==> src/rtl/regfile_sb.sv <==
// regfile_sb: parametrised 2-read/1-write register file with optional
// write-to-read bypass, asynchronous array reset and a per-register busy
// scoreboard with a registered busy count. Register 0 is hard-wired to zero.
module regfile_sb #(
  parameter int unsigned XLEN   = 32,
  parameter int unsigned NREG   = 32,
  parameter int unsigned AW     = 5,
  parameter bit          BYPASS = 1'b1
) (
  input  logic            clk,
  input  logic            rst_n,
  input  logic            regWrite,
  input  logic [AW-1:0]   rd,
  input  logic [XLEN-1:0] data,
  input  logic [AW-1:0]   rs1,
  input  logic [AW-1:0]   rs2,
  output logic [XLEN-1:0] rv1,
  output logic [XLEN-1:0] rv2,
  output logic            busy1,
  output logic            busy2,
  input  logic            reserve,
  input  logic [AW-1:0]   rd_res,
  output logic [AW:0]     busy_cnt
);

  logic [XLEN-1:0] regs_q [NREG];
  logic [NREG-1:0] busy_q, busy_d;
  logic [AW:0]     cnt_q, cnt_d;
  logic            wr_en, res_en, inc, dec;

  // Register 0 is never written nor reserved.
  assign wr_en  = regWrite && (rd != '0);
  assign res_en = reserve && (rd_res != '0);

  // Scoreboard next state: release on write, then reserve overrides.
  always_comb begin
    busy_d = busy_q;
    if (wr_en)  busy_d[rd]     = 1'b0;
    if (res_en) busy_d[rd_res] = 1'b1;
    busy_d[0] = 1'b0;
  end

  // Busy count tracks set/clear transitions so it never wraps.
  always_comb begin
    inc   = res_en && !busy_q[rd_res];
    dec   = wr_en && busy_q[rd] && !(res_en && (rd_res == rd));
    cnt_d = cnt_q + {{AW{1'b0}}, inc} - {{AW{1'b0}}, dec};
  end

  // Register array with asynchronous clear of every entry.
  always_ff @(posedge clk or negedge rst_n) begin
    if (!rst_n) begin
      for (int i = 0; i < NREG; i++) regs_q[i] <= '0;
    end else if (wr_en) begin
      regs_q[rd] <= data;
    end
  end

  // Scoreboard bits and busy count.
  always_ff @(posedge clk or negedge rst_n) begin
    if (!rst_n) begin
      busy_q <= '0;
      cnt_q  <= '0;
    end else begin
      busy_q <= busy_d;
      cnt_q  <= cnt_d;
    end
  end

  // Read port 1; bypass blocked while in reset so reset dominates.
  always_comb begin
    rv1   = regs_q[rs1];
    busy1 = busy_q[rs1];
    if (BYPASS && rst_n && wr_en && (rd == rs1)) begin
      rv1   = data;
      busy1 = 1'b0;
    end
  end

  // Read port 2; same forwarding rule as port 1.
  always_comb begin
    rv2   = regs_q[rs2];
    busy2 = busy_q[rs2];
    if (BYPASS && rst_n && wr_en && (rd == rs2)) begin
      rv2   = data;
      busy2 = 1'b0;
    end
  end

  assign busy_cnt = cnt_q;

endmodule

==> config.mk <==
export PLATFORM = sky130hd
export DESIGN_NAME = regfile_sb
export DESIGN_NICKNAME = d
export VERILOG_FILES = /design/src/rtl/regfile_sb.sv
export SDC_FILE = /design/constraint.sdc
export NUM_CORES = 2
export LEC_CHECK = 0
export BUFFER_PORTS_ARGS = -buffer_cell sky130_fd_sc_hd__buf_4
export CORE_AREA = 2 2 363 365
export CTS_CLUSTER_SIZE = 12
export DETAILED_ROUTE_END_ITERATION = 8
export DIE_AREA = 0 0 365 367
export SYNTH_ARGS = -nofsm -noshare
export SYNTH_HDL_FRONTEND = slang
export SYNTH_SLANG_ARGS = --single-unit
==> constraint.sdc <==
create_clock -name clk -period 2.9 [get_ports clk]
set_clock_uncertainty 0.05 [all_clocks]
set_input_delay 0.145 -clock clk [delete_from_list [all_inputs] [get_ports clk]]
set_output_delay 0.145 -clock clk [all_outputs]
set_load 0.01 [all_outputs]
==> summary.md <==
| Metric | Value |
|---|---|
| Status | completed |
| Final HPWL DP | 128.4 mm |
| Num Clock Sinks | 1,061 |
| Max_slew headroom | 25.07% |
| Number of synthesized flops with an enable pin | 0 |
| H-tree levels | 3 |
| Slowest CP cell | mux4_2 |
| Final setup viols | 0 |
| Unrepaired setup endpoints after global routing | yes |
| Ratio of final minimum period to clock period | 99.77% |
| Layout cells sized above 1 | 46.24% |
| Worst-path clk slew | 70 ps |
| Longest Clk Path Bufs | 3 |
| GR Layer Usage met3 | 6.329% |
| Worst skew pair latency | 740 ps |
| Crit Path Class | reg2out |
| First-pass GRT wire length | 294.9 mm |
| Total global-route track usage | 30.24% |
| Core area | 0.1305 sq mm |
| # rows | 133 |
| Initial drt markers | 3,912 |
| First-pass detailed-route iteration total | 5 |
| Worst Path Arrival | 2700 ps |
| Non-Filler Cell Area, Final | 0.06715 sq mm |
| Number of port buffers | 127 |
| Setup TNS | 0 ps |
| DIE WIDTH | 365 um |
| Vias in the first global route | 41,450 |
| Max FO, Critical Path | 3 |
| Synth Cell Area | 0.05806 sq mm |
| Area delta synth->final | 15.65% |
| Pwr/cell area | 669.4 mW/mm^2 |
| Max VDD drop | 0.5245 mV |
| Util after Layout | 51.47% |
| Routing usage on met2 | 45.73% |
| Post-synthesis sequential area ratio | 45.73% |
| CP most frequent cell | mux4_2 |
| Total CTS buffers | 117 |
| Avg Cell Area, Syn | 13.62 sq um |
| Via density | 6.409 |
| Mapped Nets | 4,326 |
| Worst-margin pin slew | 1121 ps |
| Mapped Cells | 4,263 |
| Cell Area, Placed | 0.06260 sq mm |
| Commonest non-fill, non-tap cells in the layout | 1,061 x dfrtp_1, 1,058 x mux2_2, 419 x mux2i_1, 369 x buf_4, 288 x mux4_2 |
| Max incr delay on CP | 540 ps |
| Final min period | 2893 ps |
| Most common cell after layout, fill and taps aside | dfrtp_1 |
| Leading area contributor after synthesis | dfrtp_1 |
| CP Launch Type | flop |
| Pin count of the biggest net entering global routing | 172 |
| Leakage power | 29.65 nW |
| GR peak layer | met2 |
| Layout Nets | 4,488 |
| Fmax | 0.3456 GHz |
| Clock Tree Root | clkbuf_16 |
| DRC violation count after routing | 0 |
| Final hold viol count | 0 |
| Vias | 40,230 |
| Met1 usage | 42.59% |
| CP endpoint kind | primary output |
| Per-cell routed wire length | 32.16 um |
| CTS tree | built |
| Die H | 367 um |
| Grt ovf | 0 |
| Synth warn | 0 |
| Final wirelength | 201.9 mm |
| Synth top area share | 45.73% |
| Area contributors post-synth | dfrtp_1 46%, mux2_2 21%, mux4_2 11%, mux2i_1 7.2%, a22oi_1 1.8% |
| Max_cap viols | 0 |
| Worst Path Required | 2710 ps |
| Initial core utilization | 44.50% |
| Final RePlAce weighted congestion | 0.9056 |
| Crit-path cells | buf_4 -> mux4_2 -> mux4_2 -> nand2_2 -> a21oi_4 -> buf_6 |
| Post-synth ARST share | 100.0% |
| Slew Limit Fails | 0 |
| Post-route ant nets | 0 |
| Top_reg_cell synth | dfrtp_1 |
| Die Area | 0.1340 sq mm |
| Number of synthesized register bits | 1,061 |
| Netlist cell types | 81 |
| Worst hold path class | in2async |
| Io pins | 128 |
| Initial antenna violation count | 23 |
-- registers in the layout, summed over array words and instances, names as in the netlist --
signal	count
regs_q	1024
busy_q	31
busy_cnt	6
-- kinds of logic (layout without fill, tap and decap cells) --
logic type               Yosys count  count (layout)  share of synthesized area [%]
AO/OA/AOI/OAI                    526             526                          6.626
XOR/XNOR                          20              20                         0.3017
adder cells (fa/ha/maj)            7               7                         0.1638
buffers and inverters            487             742                          4.262
flip-flops                      1061            1061                          45.73
multiplexers                    1786            1786                          39.32
other                              0               3                              0
AND/OR/NAND/NOR                  376             376                          3.597
-- layout make-up --
| type | count | area [sq um] |
|---|---|---|
| Clock inverter | 42 | 417.9 |
| Antenna cell | 3 | 7.507 |
| Multi-Input combinational cell | 2715 | 29420 |
| Fill cell | 11260 | 63320 |
| Inverter | 27 | 101.3 |
| Sequential cell | 1061 | 26550 |
| Timing Repair Buffer | 503 | 4954 |
| Clock buffer | 170 | 3502 |
| Tap cell | 1755 | 2196 |
-- where the power goes --
group	internal, W	leakage [nW]	total, W	switching [W]
Clock	0.00894	1.96	0.0153	0.00639
Sequential	0.0177	13.6	0.0198	0.00213
Combinational	0.00560	14.1	0.00981	0.00420
-- through the flow --
stage	std cells	hold WS [ps]	power (W)	worst slack, ps
after floorplan	4263	-200.6	0.02613	9.414
after global placement	6011	-55.05	0.02924	-170.6
after detailed placement	6011	-53.50	0.02954	-110.5
after CTS	6270	64.61	0.04500	-1.688
after global routing	6273	85.42	0.04687	-108.1
final	6276	116.4	0.04495	6.806
-- repair_timing --
item | 4_1_cts | 5_1_grt
buffers inserted | 4 | 4
hold endpoints to repair | 1309 | 0
gates resized for setup | 12 | 21
endpoints found under the setup margin | 6 | 9
pin swaps | 9 | 15
hold buffers | 43 | 0
-- layer usage --
metal  routed length (um)  vias to the layer above
met5                  175                        -
li1                     -                    16660
met3                16420                      424
met1                85700                    21410
met4                 8305                       26
met2                91260                     1706
-- cell usage after synthesis (4+ instances only) --
| cell | n |
|---|---|
| nand2_1 | 124 |
| buf_4 | 95 |
| clkbuf_1 | 182 |
| nor2_2 | 5 |
| and2_1 | 4 |
| mux4_2 | 288 |
| a211oi_1 | 20 |
| buf_6 | 12 |
| a221oi_1 | 26 |
| xnor2_1 | 14 |
| inv_1 | 26 |
| nand4_1 | 49 |
| and3_1 | 4 |
| o31ai_1 | 36 |
| a22o_1 | 30 |
| a32oi_1 | 5 |
| dfrtp_1 | 1061 |
| mux2_2 | 1058 |
| nor2_1 | 41 |
| a21oi_1 | 28 |
| o211ai_1 | 4 |
| o41ai_2 | 4 |
| buf_1 | 11 |
| o22a_1 | 38 |
| nand3_1 | 22 |
| nor3b_1 | 5 |
| o22ai_1 | 129 |
| o21ai_0 | 30 |
| a2111oi_0 | 8 |
| nand2b_1 | 5 |
| nor2b_1 | 31 |
| ha_1 | 6 |
| mux2_1 | 21 |
| xor2_1 | 6 |
| nand3b_1 | 7 |
| nor3_1 | 32 |
| buf_2 | 160 |
| a22oi_1 | 142 |
| o2111ai_1 | 8 |
| mux2i_1 | 419 |
-- final timing paths --
path	slack, ps	startpoint	endpoint	cells after the start
max	7	busy_q[31]	busy1	6
min	120	rst_n	busy_q[2]	2
max reg2reg	20	busy_q[27]	busy_cnt[4]	12
min reg2reg	350	regs_q[1013]	regs_q[1013]	0
max in group asynchronous	390	rst_n	regs_q[734]	4
min in group clk	150	rd[4]	busy_q[16]	6
-- worst max-delay path, delay by kind of cell (launching register included) --
| kind | cells | cell delay [ps] |
|---|---|---|
| AOI/OAI and AO/OA | 1 | 90 |
| and+or+nand+nor | 1 | 120 |
| buffers and inverters | 2 | 300 |
| DFF | 1 | 400 |
| muxes | 2 | 1050 |
No activity file was read; power rests on OpenSTA's default activity.
